File: src/rtl/mem_port_arbiter.sv
// mem_port_arbiter
//   Connects the core's two 16-bit memory ports (a = instruction fetch,
//   b = data load/store) to one wide-line physical memory. Requests are
//   arbitrated in IDLE with alternating priority, each line is split into
//   16-bit words, and sub-line writes are done as read-modify-write.
//
// Ports
//   clk, rst_n                      clock, asynchronous active-low reset
//   mem_read_x / mem_write_x        port x request (write wins if both set)
//   mem_byte_enable_x               port x byte mask, bit0 = low byte
//   mem_address_x / mem_wdata_x     port x byte address (bit0 ignored) / data
//   mem_resp_x / mem_rdata_x        one-cycle completion pulse / read data
//   pmem_read / pmem_write          physical requests, held until pmem_resp
//   pmem_address / pmem_wdata       line-aligned address / line write data
//   pmem_resp / pmem_rdata          physical completion pulse / line data
//
// Build option
//   MEM_ARB_LINE_BUF_EN  adds a one-line read buffer; a read whose line tag
//                        matches a valid buffer entry completes without any
//                        physical access.

module mem_port_arbiter #(
  parameter int unsigned LINE_BITS = 128,
  parameter int unsigned ADDR_BITS = 16
) (
  input  logic                 clk,
  input  logic                 rst_n,
  input  logic                 mem_read_a,
  input  logic                 mem_write_a,
  input  logic [1:0]           mem_byte_enable_a,
  input  logic [ADDR_BITS-1:0] mem_address_a,
  input  logic [15:0]          mem_wdata_a,
  output logic                 mem_resp_a,
  output logic [15:0]          mem_rdata_a,
  input  logic                 mem_read_b,
  input  logic                 mem_write_b,
  input  logic [1:0]           mem_byte_enable_b,
  input  logic [ADDR_BITS-1:0] mem_address_b,
  input  logic [15:0]          mem_wdata_b,
  output logic                 mem_resp_b,
  output logic [15:0]          mem_rdata_b,
  output logic                 pmem_read,
  output logic                 pmem_write,
  output logic [ADDR_BITS-1:0] pmem_address,
  output logic [LINE_BITS-1:0] pmem_wdata,
  input  logic                 pmem_resp,
  input  logic [LINE_BITS-1:0] pmem_rdata
);

  localparam int unsigned OFF  = $clog2(LINE_BITS / 8);
  localparam int unsigned WIDX = OFF - 1;
  localparam int unsigned TAGW = ADDR_BITS - OFF;

  typedef enum logic [2:0] {IDLE, FETCH, MERGE, STORE, RESP} state_t;

  state_t                 state;
  logic                   last_b;
  logic                   gnt_b_q;
  logic                   wr_q;
  logic [1:0]             mask_q;
  logic [ADDR_BITS-1:1]   addr_q;
  logic [15:0]            wdata_q;
  logic [LINE_BITS-1:0]   line_q;

  logic                   req_a;
  logic                   req_b;
  logic                   pick_b;
  logic                   sel_wr;
  logic [1:0]             sel_mask;
  logic [ADDR_BITS-1:1]   sel_addr;
  logic [15:0]            sel_wdata;
  logic [TAGW-1:0]        sel_tag;
  logic [WIDX-1:0]        q_widx;
  logic [LINE_BITS-1:0]   merged;
  logic [15:0]            fetch_word;
  logic                   hit;
  logic [15:0]            hit_word;

  // Byte address bit 0 carries no information for 16-bit words.
  logic addr_lsb_unused;
  assign addr_lsb_unused = mem_address_a[0] ^ mem_address_b[0];

  assign req_a = mem_read_a | mem_write_a;
  assign req_b = mem_read_b | mem_write_b;
  // last_b=0 means a was granted last, so b wins a tie.
  assign pick_b = req_b & (~req_a | ~last_b);

  assign sel_wr    = pick_b ? mem_write_b : mem_write_a;
  assign sel_mask  = pick_b ? mem_byte_enable_b : mem_byte_enable_a;
  assign sel_addr  = pick_b ? mem_address_b[ADDR_BITS-1:1] : mem_address_a[ADDR_BITS-1:1];
  assign sel_wdata = pick_b ? mem_wdata_b : mem_wdata_a;
  assign sel_tag   = sel_addr[ADDR_BITS-1:OFF];

  assign q_widx     = addr_q[OFF-1:1];
  assign fetch_word = pmem_rdata[{q_widx, 4'b0000} +: 16];

  always_comb begin
    merged = line_q;
    if (mask_q[0]) merged[{q_widx, 4'b0000} +: 8] = wdata_q[7:0];
    if (mask_q[1]) merged[{q_widx, 4'b1000} +: 8] = wdata_q[15:8];
  end

`ifdef MEM_ARB_LINE_BUF_EN
  logic                 buf_valid;
  logic [TAGW-1:0]      buf_tag;
  logic [LINE_BITS-1:0] buf_data;
  logic [WIDX-1:0]      sel_widx;

  assign sel_widx = sel_addr[OFF-1:1];
  assign hit      = buf_valid && (buf_tag == sel_tag);
  assign hit_word = buf_data[{sel_widx, 4'b0000} +: 16];

  // Buffer tracks the last line seen on the physical side; line_q holds
  // the merged line throughout STORE.
  always_ff @(posedge clk or negedge rst_n) begin
    if (!rst_n) begin
      buf_valid <= 1'b0;
      buf_tag   <= '0;
      buf_data  <= '0;
    end else if (state == FETCH && pmem_resp) begin
      buf_valid <= 1'b1;
      buf_tag   <= addr_q[ADDR_BITS-1:OFF];
      buf_data  <= pmem_rdata;
    end else if (state == STORE && pmem_resp) begin
      buf_valid <= 1'b1;
      buf_tag   <= addr_q[ADDR_BITS-1:OFF];
      buf_data  <= line_q;
    end
  end
`else
  assign hit      = 1'b0;
  assign hit_word = '0;
`endif

  always_ff @(posedge clk or negedge rst_n) begin
    if (!rst_n) begin
      state        <= IDLE;
      last_b       <= 1'b0;
      gnt_b_q      <= 1'b0;
      wr_q         <= 1'b0;
      mask_q       <= '0;
      addr_q       <= '0;
      wdata_q      <= '0;
      line_q       <= '0;
      mem_resp_a   <= 1'b0;
      mem_resp_b   <= 1'b0;
      mem_rdata_a  <= '0;
      mem_rdata_b  <= '0;
      pmem_read    <= 1'b0;
      pmem_write   <= 1'b0;
      pmem_address <= '0;
      pmem_wdata   <= '0;
    end else begin
      case (state)
        IDLE: begin
          if (req_a || req_b) begin
            gnt_b_q      <= pick_b;
            last_b       <= pick_b;
            wr_q         <= sel_wr;
            mask_q       <= sel_mask;
            addr_q       <= sel_addr;
            wdata_q      <= sel_wdata;
            pmem_address <= {sel_tag, {OFF{1'b0}}};
            if ((sel_wr && sel_mask == 2'b00) || (!sel_wr && hit)) begin
              state <= RESP;
              if (pick_b) begin
                mem_resp_b  <= 1'b1;
                mem_rdata_b <= sel_wr ? 16'h0000 : hit_word;
              end else begin
                mem_resp_a  <= 1'b1;
                mem_rdata_a <= sel_wr ? 16'h0000 : hit_word;
              end
            end else begin
              state     <= FETCH;
              pmem_read <= 1'b1;
            end
          end
        end
        FETCH: begin
          if (pmem_resp) begin
            pmem_read <= 1'b0;
            line_q    <= pmem_rdata;
            if (wr_q) begin
              state <= MERGE;
            end else begin
              state <= RESP;
              if (gnt_b_q) begin
                mem_resp_b  <= 1'b1;
                mem_rdata_b <= fetch_word;
              end else begin
                mem_resp_a  <= 1'b1;
                mem_rdata_a <= fetch_word;
              end
            end
          end
        end
        MERGE: begin
          line_q     <= merged;
          pmem_wdata <= merged;
          pmem_write <= 1'b1;
          state      <= STORE;
        end
        STORE: begin
          if (pmem_resp) begin
            pmem_write <= 1'b0;
            state      <= RESP;
            if (gnt_b_q) mem_resp_b <= 1'b1;
            else         mem_resp_a <= 1'b1;
          end
        end
        RESP: begin
          mem_resp_a  <= 1'b0;
          mem_resp_b  <= 1'b0;
          mem_rdata_a <= '0;
          mem_rdata_b <= '0;
          state       <= IDLE;
        end
        default: state <= IDLE;
      endcase
    end
  end

endmodule

File: config.mk
export PLATFORM = sky130hd
export DESIGN_NAME = mem_port_arbiter
export DESIGN_NICKNAME = d
export VERILOG_FILES = /design/src/rtl/mem_port_arbiter.sv
export SDC_FILE = /design/constraint.sdc
export NUM_CORES = 1
export LEC_CHECK = 0
export BUFFER_PORTS_ARGS = -buffer_cell sky130_fd_sc_hd__buf_2
export CORE_AREA = 2 2 171 173
export CTS_CLUSTER_SIZE = 20
export DETAILED_ROUTE_END_ITERATION = 8
export DIE_AREA = 0 0 173 175
export PLACE_DENSITY = 0.94
export SLEW_MARGIN = 10
export SYNTH_ARGS = -nofsm -noshare
export SYNTH_HDL_FRONTEND = slang
export SYNTH_SLANG_ARGS = --single-unit
File: constraint.sdc
create_clock -name clk -period 8.45 [get_ports clk]
set_input_delay 1.2675 -clock clk [delete_from_list [all_inputs] [get_ports clk]]
set_output_delay 1.2675 -clock clk [all_outputs]
set_load 0.01 [all_outputs]
# After elaboration in Yosys (flattened, before gate mapping)

Cells that the tools add are included.

Register bits after elaboration: 330
Bits of input ports: 203

Reductions and logical operators: 18
Shift-type cells: 5
Add/sub/neg operators: 2
Bitwise operators: 6
Multiplexer cells: 51
Equality and inequality tests: 14

Operators with widths:

| kind                                                                     | count |
|---|---|
| 128-bit two-way mux                                                      | 3 |
| 128-bit bitwise mux                                                      | 2 |
| 128-bit case mux with 2 select lines                                     | 1 |
| 8-bit by 9-bit variable shift with 128-bit output (first input constant) | 2 |
| 8-bit by 9-bit variable part select with 128-bit output                  | 2 |
| 16-bit two-way mux                                                       | 13 |
| 128-bit by 8-bit variable part select with 16-bit output                 | 1 |
| 16-bit case mux with 3 select lines                                      | 2 |
| 7-bit AND reduction                                                      | 4 |
| 2-bit inequality test (second input constant)                            | 10 |
| 1-bit two-way mux                                                        | 18 |
| 7-bit negator with 9-bit output                                          | 2 |
| 15-bit two-way mux                                                       | 1 |
| 3-bit two-way mux                                                        | 5 |
| 3-bit case mux with 4 select lines                                       | 1 |
| 1-bit case mux with 4 select lines                                       | 2 |
| 3-bit by 2-bit equality test with 1-bit output (second input constant)   | 2 |
| 2-bit AND reduction                                                      | 3 |
| 2-bit nonzero test                                                       | 3 |
| 1-bit case mux with 2 select lines                                       | 2 |
| 4-bit AND reduction                                                      | 1 |
| 4-bit nonzero test                                                       | 1 |
| 3-bit by 1-bit equality test with 1-bit output (second input constant)   | 1 |
| 3-bit equality test (second input constant)                              | 1 |
| other kinds (10)                                                         | 13 |

# Logic depth before layout (Yosys ltp)

Depth in word-level cells: 10
Gate-level depth with buffers: 11
Gate-level depth less buffers: 8

# Least setup slack after synthesis

OpenSTA, ideal clock, no wires.

Kind: input port to flip-flop
Start: input port mem_write_a
End: register mem_rdata_b[0]
Cell stages on the path: 7
Path slack: 5440 ps
Arrival time: 2883 ps
Path buffers: 2
Cells stage by stage: o21a_1 or2_1 buf_4 a221o_1 a21oi_4 buf_6 mux2_1

Word-level cells in the longest chain between the ends: 9
Elaborated cells on any way between the ends: 13
Classes of those cells: eq/ne (3); mux (2); bitwise (4); reduce/logical (4)

Ends and longest elaborated chain:

| element                                  | RTL line | text |
|---|---|---|
| start: declaration                       | 29       | `input logic mem_write_a,` |
| 1-bit bitwise OR                         | 83       | `assign req_a = mem_read_a \| mem_write_a;` |
| 1-bit NOT                                | 86       | `assign pick_b = req_b & (~req_a \| ~last_b);` |
| 1-bit bitwise OR                         | 86       |  |
| 1-bit bitwise AND                        | 86       |  |
| 2-bit two-way mux                        | 89       | `assign sel_mask = pick_b ? mem_byte_enable_b : mem_byte_enable_a;` |
| 2-bit logical NOT                        | 164      | `if ((sel_wr && sel_mask == 2'b00) \|\| (!sel_wr && hit)) begin` |
| 1-bit logical AND                        | 164      |  |
| 2-bit inequality test (no source line)   | -        |  |
| 7-bit AND reduction (no source line) (*) | -        |  |
| end signal: assignment                   | 168      | `mem_rdata_b <= sel_wr ? 16'h0000 : hit_word;` |
| end signal: assignment                   | 189      | `mem_rdata_b <= fetch_word;` |
| end: declaration                         | 41       | `output logic [15:0] mem_rdata_b,` |

Every way passes the cells marked *; elsewhere a longest branch is shown, timed or not.
A chain may end at the register's enable or synchronous reset.

# Worst setup path after layout

Start: register addr_q[2] in the netlist's numbering
End: register line_q[22]

Word-level cells in the longest chain between the ends: 7
Elaborated cells on any way between the ends: 11
Classes of those cells: add/sub (2); shift (4); mux (5)

Ends and longest elaborated chain:

| element                                                                                                                      | RTL line | text |
|---|---|---|
| start: declaration                                                                                                           | 61       | `logic [ADDR_BITS-1:1] addr_q;` |
| start signal: assignment                                                                                                     | 161      | `addr_q <= sel_addr;` |
| 7-bit negator with 9-bit output                                                                                              | 99       | `if (mask_q[0]) merged[{q_widx, 4'b0000} +: 8] = wdata_q[7:0];` |
| 8-bit by 9-bit variable part select with 128-bit output or 8-bit by 9-bit variable shift with 128-bit output (tied branches) | 99       |  |
| 128-bit bitwise mux                                                                                                          | 99       |  |
| 128-bit two-way mux                                                                                                          | 99       |  |
| 128-bit bitwise mux                                                                                                          | 100      | `if (mask_q[1]) merged[{q_widx, 4'b1000} +: 8] = wdata_q[15:8];` |
| 128-bit two-way mux (*)                                                                                                      | 100      |  |
| 128-bit case mux with 2 select lines (*)                                                                                     | 154      | `case (state)` |
| end signal: assignment                                                                                                       | 182      | `line_q <= pmem_rdata;` |
| end signal: assignment                                                                                                       | 198      | `line_q <= merged;` |
| end: declaration                                                                                                             | 63       | `logic [LINE_BITS-1:0] line_q;` |

Marked as above.

==> flow_summary.yaml <==
clock_network:
  clkTransAtPathRegs_ns: 0.06
  post-cts-setup-buffers: 0
  htree_levels: 2
  cts_sinks: 330
  post_cts_resized: 0
  clock_latency_ns: 0.52
  tritoncts: "built"
  cts_made_buffers: 35
  clk_path_buf_depth: 3
  hold_buffers: 0
  cts_root_buf: "clkbuf_16"
drt:
  wl_per_cell_um: 23.6
  drt_iter0_drc: 2505
  wl_um: 53200
  dr.pass1.iters: 9
  num_vias: 14578
  route.detailed.drc: 22
  avgViaCountPerCell: 6.47
  ant_nets: 0
timing:
  rsz0062_at_grt: "no"
  worstMarginPinSlew_ns: 1.28
  hold_violations: 0
  period_share_pct: 45.6
  report.final.slew_viol_count: 0
  setup_ws_ns: 4.60
  final-setup-viol-count: 0
  clock_skew_ns: 0.0177
  relSlewSlack_pct: 14.2
  tns_ns: 0
  period_needed_ns: 3.85
  fmax_mhz: 260
global_routing:
  grt_pass1_wl_um: 80500
  use_met2_pct: 54.1
  grt_max_degree: 121
  grt_pass1_vias: 14079
  grt_usage_pct: 34.4
  antenna_found_initial: 0
  grtUsageMet3_pct: 8.92
  globalRouteOverflowTotal: 0
  gr-usage-met1_pct: 45.9
  top_usage_layer: "met2"
cells_and_area:
  area_growth_pct: 19.3
  drive_gt1_share_pct: 28.0
  fill_cells: 2100
  nets: 2053
  seq_area_um2: 8260
  multi_input_area_um2: 6910
  antennaDiodeCount: 0
run:
  maxCapViolations: 0
min_path:
  worstHoldPathCells: 2
  hp-start: "pmem_wdata[21]"
  hold_path.class: "flip-flop to flip-flop"
  min_to: "pmem_wdata[21]"
yosys:
  synth-edff-count: 0
  synth_cells: 1547
  synth.cell_area_um2: 16000
  syn_avg_cell_area_um2: 10.4
  ys_warn_count: 0
  yosysSeqAreaShare_pct: 51.5
  synthFlopType: "dfrtp_1"
  synth_cell_types: 56
  async_flop_share_pct: 100
  ys_ff_latch: 330
power:
  peakVddDrop_uv: 258
  power.density_nw_per_um2: 414
  p_leak_nw: 9.29
floorplan:
  die_w_um: 173
  dieArea_um2: 30300
  num_rows: 62
  start_util_pct: 56.4
  die_h_um: 175
  io_pins: 383
  core_area_um2: 28400
status:
  outcome: "finished with violations"
  violations: "design-rule violations"
worst_setup_path:
  ff2ff_path_depth: 8
  path_class: "flip-flop to flip-flop"
  r2r-end: "line_q[22]"
  crit_arrival_ns: 4.24
  cp-end-kind: "flip-flop"
  critPathLaunchType: "flip-flop"
  critPathMaxFanout: 43
  r2r-start: "addr_q[2]"
  reg2reg_setup_slack_ns: 4.60
  cp_data_required_time_ns: 8.85
place:
  numPortBuffers: 376
  gp_congestion: 0.948
  place_ws_ns: 4.55
  place_hpwl_um: 37400
[per-stage QoR]
step           cells  util, %  power [mW]  hold WS [ns]  cell area [um^2]
2_1_floorplan   1550        -        5.04         0.450             16000
3_3_place_gp    2190     63.3        6.11         0.459             18000
3_5_place_dp    2190     63.3        6.29         0.465             18000
4_1_cts         2252     67.3        7.85         0.479             19100
5_1_grt         2252     67.3        8.33         0.495             19100
6_report        2252     67.3        7.92         0.472             19100
[cells in the final DEF, fill, tap and decap left out, drive strengths merged, types with 4 or more instances in the layout]
cell type and n:
nand2 137, nor2b 23, buf 391, and3 23, mux4 32, a21oi 81, inv 88, mux2 33
dfrtp 330, and2 26, o22ai 15, mux2i 98, or3 4, ha 7, nor3 10, nand3 6
conb 4, clkbuf 50, nor2 201, clkinv 6, a221o 17, a221oi 64, a222oi 72, o21ai 101
a22oi 10
[worst max-delay path, stage by stage (launching register included)]
cell and delay (ns):
dfrtp_2 1.06, inv_1 0.20, ha_1 0.29, ha_1 0.32
nand2_1 0.11, nor2b_1 0.99, o21ai_2 0.27, a222oi_1 0.40
inv_1 0.09
[registers in the layout, indices dropped and copies added, names as in the netlist, 2 cells and up]
name	flops
pmem_address	12
state	3
line_q	128
pmem_wdata	128
mem_rdata_b	16
mem_rdata_a	16
mask_q	2
wdata_q	16
addr_q	3
[cell type report]
type | instances | area share, %
clock buffer | 50 | 5.24
clock inverter | 12 | 0.687
inverter | 85 | 1.67
multi-input combinational | 1000 | 36.2
sequential | 330 | 43.2
tap | 384 | 2.51
timing repair buffer | 391 | 10.5
[power breakdown]
part	internal, mW	switching [mW]	total (mW)
Sequential	2.30	0.732	3.04
Combinational	1.36	1.99	3.35
Clock	0.893	0.642	1.53
Total	4.55	3.37	7.92
[cell families (layout without fill, tap and decap cells)]
group / after synthesis / in the layout / share of synthesized area (%)
and+or+nand+nor: 447 / 447 / 12.4
AOI/OAI and AO/OA: 379 / 379 / 17.0
DFF: 330 / 330 / 51.5
buffers and inverters: 220 / 538 / 5.52
muxes: 163 / 163 / 12.9
adders and majority gates: 7 / 7 / 0.547
other: 1 / 4 / 0.0234
[cell usage after synthesis, drive strengths merged, types with 6 or more instances]
master	count	area, um^2
a222oi	72	721
o21ai	101	528
ha	7	87.6
a221o	17	170
a221oi	64	561
mux4	32	721
o22ai	15	93.8
buf	47	235
mux2	33	372
inv	84	315
nor3	10	85.1
nor2b	23	144
nand2	137	514
and2	26	163
a21oi	81	420
dfrtp	330	8260
clkbuf	88	330
a22oi	10	75.1
nand3	6	30.0
nor2	201	757
and3	23	144
mux2i	98	981
[per-layer routing]
layer,routed length [um],vias up,part of all wire (%)
li1,-,6198,-
met1,19300,6982,36
met2,24200,1156,46
met3,7040,242,13
met4,2610,0,4.9
met5,0,-,0
[worst max path at each step]
stage / startpoint / end / slack (ns) / cells after the start
2_1_floorplan: mem_write_a / mem_rdata_b[0] / 5.44 / 7
3_5_place_dp: mem_write_a / mem_rdata_b[7] / 4.55 / 6
5_1_grt: addr_q[2] / line_q[119] / 4.35 / 8
3_3_place_gp: mem_write_a / mem_rdata_b[10] / 4.60 / 6
4_1_cts: addr_q[2] / line_q[22] / 4.73 / 8
6_report: addr_q[2] / line_q[22] / 4.60 / 8
No activity file was read; power rests on OpenSTA's default activity.
